### src/rtl/ttt_pkg.sv
// Shared tic-tac-toe definitions: cell codes, winner codes, the eight winning
// lines in scan order, and a cell extractor for the packed 18-bit board.
package ttt_pkg;

  typedef enum logic [1:0] {
    EMPTY = 2'b00,
    O     = 2'b11,
    X     = 2'b10
  } cellStateType;

  localparam logic [1:0] NOWIN = 2'b00;
  localparam logic [1:0] TIE   = 2'b01;
  localparam logic [1:0] P1    = 2'b11;
  localparam logic [1:0] P2    = 2'b10;

  localparam int NUM_CELLS = 9;

  localparam logic [3:0] LINES [8][3] = '{
    '{4'd0, 4'd1, 4'd2},
    '{4'd3, 4'd4, 4'd5},
    '{4'd6, 4'd7, 4'd8},
    '{4'd0, 4'd3, 4'd6},
    '{4'd1, 4'd4, 4'd7},
    '{4'd2, 4'd5, 4'd8},
    '{4'd0, 4'd4, 4'd8},
    '{4'd2, 4'd4, 4'd6}
  };

  // Zero-extended so any 4-bit index stays in range; cells 9..15 read as EMPTY.
  function automatic logic [1:0] cell_at(input logic [17:0] board, input logic [3:0] idx);
    logic [31:0] ext;
    ext = {14'b0, board};
    return ext[{idx, 1'b0} +: 2];
  endfunction

endpackage

### src/rtl/board_judge_if.sv
// Move write port from the controller and the board/result view back to it.
// The controller is the master; board_judge is the slave.
interface board_judge_if;
  logic        newGame;
  logic [3:0]  addr;
  logic [1:0]  cellState;
  logic [17:0] gBoard;
  logic        gameIsDone;
  logic [1:0]  winner;
  logic        busy;
  logic        illegalMove;

  modport master (
    output newGame, addr, cellState,
    input  gBoard, gameIsDone, winner, busy, illegalMove
  );

  modport slave (
    input  newGame, addr, cellState,
    output gBoard, gameIsDone, winner, busy, illegalMove
  );
endinterface

### src/rtl/line_select.sv
// Picks the three cells of winning line idx out of the board and flags a win.
// Purely combinational, no latency, no flow control.
module line_select
  import ttt_pkg::*;
(
  input  logic [17:0]     gBoard,
  input  logic [2:0]      idx,
  output logic [2:0][1:0] cells,
  output logic            match
);

  always_comb begin
    for (int k = 0; k < 3; k++) begin
      cells[k] = cell_at(gBoard, LINES[idx][k]);
    end
  end

  assign match = (cells[0] != EMPTY) && (cells[0] == cells[1]) && (cells[1] == cells[2]);

endmodule

### src/rtl/board_judge.sv
// Board store plus sequential win/tie scan, one line per cycle after each move.
// Result 1..8 cycles after the move edge; writes while busy/done pulse illegalMove.
module board_judge
  import ttt_pkg::*;
(
  input  logic          ph1,
  input  logic          reset,
  board_judge_if.slave  bus
);

  typedef enum logic [1:0] {IDLE, SCAN, DONE} state_t;

  state_t          state_q, state_d;
  logic [17:0]     board_q, board_d;
  logic [2:0]      idx_q, idx_d;
  logic            done_q, done_d;
  logic [1:0]      win_q, win_d;
  logic            ill_q, ill_d;

  logic [2:0][1:0] cells;
  logic            match;
  logic            attempt;
  logic            target_empty;
  logic            full;
  logic [1:0]      line_val;

  line_select u_line (
    .gBoard (board_q),
    .idx    (idx_q),
    .cells  (cells),
    .match  (match)
  );

  assign attempt      = (bus.addr <= 4'd8) && ((bus.cellState == O) || (bus.cellState == X));
  assign target_empty = (cell_at(board_q, bus.addr) == EMPTY);
  // All three cells are identical whenever match is set.
  assign line_val     = cells[0] & cells[1] & cells[2];

  always_comb begin
    full = 1'b1;
    for (int i = 0; i < NUM_CELLS; i++) begin
      if (cell_at(board_q, 4'(i)) == EMPTY) full = 1'b0;
    end
  end

  always_ff @(posedge ph1 or posedge reset) begin
    if (reset) begin
      state_q <= IDLE;
      board_q <= '0;
      idx_q   <= '0;
      done_q  <= 1'b0;
      win_q   <= NOWIN;
      ill_q   <= 1'b0;
    end else begin
      state_q <= state_d;
      board_q <= board_d;
      idx_q   <= idx_d;
      done_q  <= done_d;
      win_q   <= win_d;
      ill_q   <= ill_d;
    end
  end

  always_comb begin
    state_d = state_q;
    board_d = board_q;
    idx_d   = idx_q;
    done_d  = done_q;
    win_d   = win_q;
    ill_d   = 1'b0;

    if (bus.newGame) begin
      state_d = IDLE;
      board_d = '0;
      idx_d   = '0;
      done_d  = 1'b0;
      win_d   = NOWIN;
    end else begin
      unique case (state_q)
        IDLE: begin
          if (attempt) begin
            if (target_empty) begin
              for (int i = 0; i < NUM_CELLS; i++) begin
                if (bus.addr == 4'(i)) board_d[2*i +: 2] = bus.cellState;
              end
              state_d = SCAN;
              idx_d   = '0;
            end else begin
              ill_d = 1'b1;
            end
          end
        end
        SCAN: begin
          ill_d = attempt;
          if (match) begin
            win_d   = (line_val == O) ? P1 : P2;
            done_d  = 1'b1;
            state_d = DONE;
            idx_d   = '0;
          end else if (idx_q == 3'd7) begin
            idx_d = '0;
            if (full) begin
              win_d   = TIE;
              done_d  = 1'b1;
              state_d = DONE;
            end else begin
              state_d = IDLE;
            end
          end else begin
            idx_d = idx_q + 3'd1;
          end
        end
        DONE: begin
          ill_d = attempt;
        end
        default: state_d = IDLE;
      endcase
    end
  end

  assign bus.gBoard      = board_q;
  assign bus.gameIsDone  = done_q;
  assign bus.winner      = win_q;
  assign bus.busy        = (state_q == SCAN);
  assign bus.illegalMove = ill_q;

endmodule

### src/flat_wrapper.sv
// flat-port wrapper written by rule: the top's interface ports become plain ports
module board_judge_flat import ttt_pkg::*;
  (ph1, reset, bus_newGame, bus_addr, bus_cellState, bus_gBoard, bus_gameIsDone, bus_winner, bus_busy, bus_illegalMove);
  board_judge_if bus_i ();
  input  logic ph1;
  input  logic reset;
  input wire logic [$bits(bus_i.newGame)-1:0] bus_newGame;
  input wire logic [$bits(bus_i.addr)-1:0] bus_addr;
  input wire logic [$bits(bus_i.cellState)-1:0] bus_cellState;
  output wire logic [$bits(bus_i.gBoard)-1:0] bus_gBoard;
  output wire logic [$bits(bus_i.gameIsDone)-1:0] bus_gameIsDone;
  output wire logic [$bits(bus_i.winner)-1:0] bus_winner;
  output wire logic [$bits(bus_i.busy)-1:0] bus_busy;
  output wire logic [$bits(bus_i.illegalMove)-1:0] bus_illegalMove;
  assign bus_i.newGame = bus_newGame;
  assign bus_i.addr = bus_addr;
  assign bus_i.cellState = bus_cellState;
  assign bus_gBoard = bus_i.gBoard;
  assign bus_gameIsDone = bus_i.gameIsDone;
  assign bus_winner = bus_i.winner;
  assign bus_busy = bus_i.busy;
  assign bus_illegalMove = bus_i.illegalMove;
  board_judge u_core (.ph1(ph1), .reset(reset), .bus(bus_i));
endmodule
### config.mk
export PLATFORM = sky130hd
export DESIGN_NAME = board_judge_flat
export DESIGN_NICKNAME = d
export VERILOG_FILES = /design/src/rtl/ttt_pkg.sv /design/src/rtl/board_judge_if.sv /design/src/rtl/line_select.sv /design/src/rtl/board_judge.sv /design/src/flat_wrapper.sv
export SDC_FILE = /design/constraint.sdc
export NUM_CORES = 1
export LEC_CHECK = 0
export ABC_CLOCK_PERIOD_IN_PS = 7100
export CORE_ASPECT_RATIO = 0.9
export CORE_UTILIZATION = 40
export DETAILED_ROUTE_END_ITERATION = 8
export PLACE_DENSITY = 0.59
export SYNTH_ARGS = -nofsm -noshare
export SYNTH_HDL_FRONTEND = slang
export SYNTH_SLANG_ARGS = --single-unit
### constraint.sdc
create_clock -name ph1 -period 7.1 [get_ports ph1]
set_input_delay 1.42 -clock ph1 [delete_from_list [all_inputs] [get_ports ph1]]
set_output_delay 1.42 -clock ph1 [all_outputs]
set_load 0.02 [all_outputs]
==> results by stage <==
Run status:
- The run finished with clean final reports.

Clock tree:
- The number of buffers inserted by post-CTS setup repair is 0.
- After clock tree synthesis, the flow added hold-fix buffers numbering 0.
- The number of gates given a new drive strength after cts is 0.
- TritonCTS built the clock tree.
- TritonCTS created 3 clock buffers.
- The clock sink count is 27.
- The master cell of the clock root buffer is sky130_fd_sc_hd__clkbuf_8.
- CTS built an H-tree with a depth of 1.
- After clock tree synthesis, the clock-pin slew on the worst setup and hold paths is 0.09 ns.
- The maximum root-to-sink buffer count is 2.
- For the worst-skew pair, the clock arrives at the later sink with an insertion delay of 0.27 ns.

Die:
- The number of standard-cell rows in the floorplan is 24.
- The total I/O pin count is 32.
- The effective utilization at floorplan is 42.5%.
- The die width is 78.5 um.
- The floorplan step defined a die boundary enclosing 5560 um2.
- The core region is 4950 um2.
- Measured along the y axis, the die boundary spans 70.8 um.

Global route:
- The via count of the first global-routing pass is 1840.
- The pin count of the biggest net entering global routing is 30.
- The total global-route track usage is 21.9%.
- Summed over all layers, the global routing overflow is 0.
- The number of antenna violations at the first check in global routing is 0.
- The first global-routing pass estimated 9380 um of wire.

Route:
- The routed wirelength normalized by instance count is 17.4 um.
- The routed metal-1 wire length is 2770 um.
- The final wirelength is 5670 um.
- The number of design-rule violations left by the first detailed-router iteration is 185.
- For this block, the via count after detailed routing is 1929.
- The top layer used by detailed routing is met4.
- Detailed routing placed a total of 341 um of wire on met3.
- Using the TritonRoute via totals, the vias-per-cell ratio works out to 5.94.
- The DRC violation count after routing is 0.
- Detailed routing placed a total of 2520 um of wire on met2.
- The first TritonRoute pass finished after 5 iterations.
- The number of routed nets with antenna violations is 0.

Pwr:
- Power spread over the standard cell area amounts to 251 nW/um2.
- The internal portion of the total power is 350 uW.
- The standby leakage power is 1.02 nW.
- The net switching power figure is 273 uW.
- In this run, the clock network consumes 14.0% of the power.
- In this run, the combinational gates consume 54.9% of the power.
- In this run, flip-flops and latches consume 31.1% of the power.
- The peak ir drop on the vdd network is 0.000130 V.
- The proportion of total power due to net switching is 43.8%.

Logic synthesis:
- The net count after synthesis is 261.
- The library cell occupying the most area in the post-synthesis netlist is sky130_fd_sc_hd__dfrtp_1.
- The share of synthesized area in the top cell type comes to 32.1%.
- The synthesized area divided by synthesized cell count is 8.81 um2.
- The dominant register cell in the synthesized netlist is sky130_fd_sc_hd__dfrtp_1.
- The post-synthesis async set-or-reset flop share is 100%.
- The synthesized netlist cell count is 239.
- The number of synthesized flops with an enable pin is 0.
- Sequential elements use 32.1% of the synthesized area.
- The post-synthesis cell type count is 48.
- In the post-synthesis netlist, the biggest area contributors are sky130_fd_sc_hd__dfrtp_1 (32%), sky130_fd_sc_hd__ha_1 (7.7%), sky130_fd_sc_hd__nor2_1 (7.3%).
- The total number of yosys warnings is 0.
- In this run the cell area of the synthesized design comes to 2110 um2.
- The flop and latch count out of synthesis is 27.

Worst setup path:
- The type of element launching the critical path is a register.
- For the worst setup path, the data required time is 7.25 ns.
- The number of cells on the worst reg-to-reg path is 11.
- The critical register-to-register path endpoint is u_core.state_q[1].
- The setup slack of the worst register-to-register path is 2.98 ns.
- The launch instance of the worst register-to-register path is u_core.idx_q[0].
- Traced cell by cell, the critical path runs through inv_1, ha_1, nor2_1, mux4_2, mux2i_1, inv_1, ha_1, a211o_1, nor3_4, and4b_1, a2111oi_2.
- The peak fanout along the critical path is 20.
- The stage delay of the slowest cell on the critical path is 0.64 ns.
- The critical path is of the register to register type.
- At the worst endpoint, the arrival time is 4.27 ns.
- STA classifies the critical path endpoint as a register.
- Among all stages on the critical path, the largest delay is contributed by sky130_fd_sc_hd__dfrtp_1.

Hold path:
- The worst hold path passes through 2 cells.
- The startpoint of the worst hold path is u_core.bus.winner[0].
- The destination of the worst hold path is u_core.bus.winner[0].
- The class of the most critical hold timing path is register to register.

STA:
- For this run, the top clock speed supported by timing is 243 MHz.
- The worst clock skew on the final layout is 0.00315 ns.
- The minimum clock period after layout is 4.12 ns.
- The tightest hold margin is 0.521 ns.
- Setup repair after global routing left no endpoint under its margin.
- In this run the tightest slew margin relative to its limit is 28.7%.
- The post-route worst setup slack is 2.98 ns.
- For the pin with the worst max-slew slack, the measured transition is 1.07 ns.
- The number of hold-slack violations in the final timing report is 0.
- The worst path uses 58.0% of the clock period.
- The number of pins with negative max-slew slack in the final report came to 0.
- In the final timing run, aggregate negative setup slack is 0 ns.
- Setup violations remaining at the end of the flow were counted as 0.

Layout:
- The most common cell after layout, fill and taps aside is sky130_fd_sc_hd__nor2_1.
- 0 antenna diodes ended up in the layout.
- The signed area change from the synthesized netlist to the final layout is 17.8%.
- Of the cells placed in the final design, the portion with a size suffix greater than 1 is 5.77%.
- The finished cells cover 2480 um2.
- Leaving out fill and tap cells, the most frequent cells in the layout are sky130_fd_sc_hd__nor2_1 (41), sky130_fd_sc_hd__clkdlybuf4s50_1 (31), sky130_fd_sc_hd__dfrtp_1 (27).
- The net total in the final layout is 283.

Placement:
- The HPWL after detailed placement is 4140 um.
- The cell area after placement is 2430 um2.
- Prior to clock tree synthesis, the placed netlist has a worst setup slack of 3.04 ns.
- The congestion estimate from routability-driven global placement came to 0.894.
- Input and output buffers added on the ports amount to 31.

Flow run:
- Max-cap violations in this run came to 0.
==> final cells by class <==
class	count	area [um2]
Sequential cell	27	676
Multi-Input combinational cell	181	1300
Tap cell	65	81.3
Inverter	17	63.8
Clock buffer	3	41.3
Clock inverter	1	5.00
Timing Repair Buffer	31	310
Fill cell	479	2470
==> sequential cells by signal, indices dropped and copies added (netlist names) <==
register and cells:
u_core.bus.gBoard 18, u_core.bus.illegalMove 1, u_core.bus.winner 2, u_core.state_q 2
u_core.bus.gameIsDone 1, u_core.idx_q 3
==> cells in the mapped netlist (2+ instances only) <==
master	instances
sky130_fd_sc_hd__a41oi_1	3
sky130_fd_sc_hd__a21oi_1	15
sky130_fd_sc_hd__nor2_1	41
sky130_fd_sc_hd__o21ai_1	3
sky130_fd_sc_hd__a211oi_1	2
sky130_fd_sc_hd__inv_1	17
sky130_fd_sc_hd__nand2_1	12
sky130_fd_sc_hd__a221oi_1	2
sky130_fd_sc_hd__dfrtp_1	27
sky130_fd_sc_hd__o21ai_0	6
sky130_fd_sc_hd__mux4_2	6
sky130_fd_sc_hd__a22oi_1	3
sky130_fd_sc_hd__nand3_1	2
sky130_fd_sc_hd__o2111ai_1	2
sky130_fd_sc_hd__a2111oi_0	2
sky130_fd_sc_hd__mux2_1	2
sky130_fd_sc_hd__nand2b_1	2
sky130_fd_sc_hd__a211o_1	2
sky130_fd_sc_hd__nor3_1	7
sky130_fd_sc_hd__o32ai_1	2
sky130_fd_sc_hd__mux2i_1	11
sky130_fd_sc_hd__xnor2_1	2
sky130_fd_sc_hd__clkbuf_1	11
sky130_fd_sc_hd__a31oi_1	8
sky130_fd_sc_hd__nor4_1	2
sky130_fd_sc_hd__ha_1	13
sky130_fd_sc_hd__or3_1	2
sky130_fd_sc_hd__buf_2	2
sky130_fd_sc_hd__nor2b_1	11
==> metrics by stage <==
stage / util, % / total power, mW / std cells
after floorplan: - / 0.452 / 239
after global placement: 49.1 / 0.534 / 321
after detailed placement: 49.1 / 0.536 / 321
after CTS: 50.1 / 0.625 / 325
after global routing: 50.1 / 0.669 / 325
final: 50.1 / 0.622 / 325
==> worst max-delay path: cells and delay by family, from the launching register on <==
| kind | cells | cell delay, ns |
|---|---|---|
| AOI/OAI and AO/OA | 2 | 0.62 |
| muxes | 2 | 0.64 |
| buffers and inverters | 2 | 0.26 |
| and+or+nand+nor | 3 | 0.97 |
| DFF | 1 | 0.64 |
| adders and majority gates | 2 | 0.87 |
==> how the worst max path moves through the flow <==
| stage | cells past startpoint | endpoint | slack [ns] | from |
|---|---|---|---|---|
| floorplan | 13 | u_core.state_q[1] | 3.49 | u_core.idx_q[0] |
| global placement | 8 | u_core.state_q[1] | 3.05 | bus_addr[1] |
| detailed placement | 11 | u_core.state_q[1] | 3.04 | u_core.idx_q[0] |
| CTS | 11 | u_core.state_q[1] | 3.03 | u_core.idx_q[0] |
| global route | 12 | u_core.state_q[1] | 2.61 | u_core.idx_q[0] |
| finish | 11 | u_core.state_q[1] | 2.98 | u_core.idx_q[0] |
==> metal layers <==
metal,global-route usage (%),vias to the layer above
li1,-,917
met1,34.1,936
met2,32.8,70
met3,1.68,6
met4,5.14,0
met5,0,-
==> power groups by stage <==
stage / clock [mW] / combinational (mW) / sequential (mW)
floorplan: 0 / 0.258 / 0.195
CTS: 0.0909 / 0.340 / 0.194
finish: 0.0872 / 0.342 / 0.194
detailed placement: 0 / 0.339 / 0.197
global placement: 0 / 0.339 / 0.195
global route: 0.0982 / 0.373 / 0.197
==> cell families after synthesis <==
kind of cell | share of synthesized area [%]
xor gates and xnor gates | 0.832
muxes | 14.3
adders and majority gates | 7.72
and+or+nand+nor | 20.2
DFF | 32.1
AOI/OAI and AO/OA | 18.8
buffers and inverters | 6.00
Power figures use the tool's default switching activity.
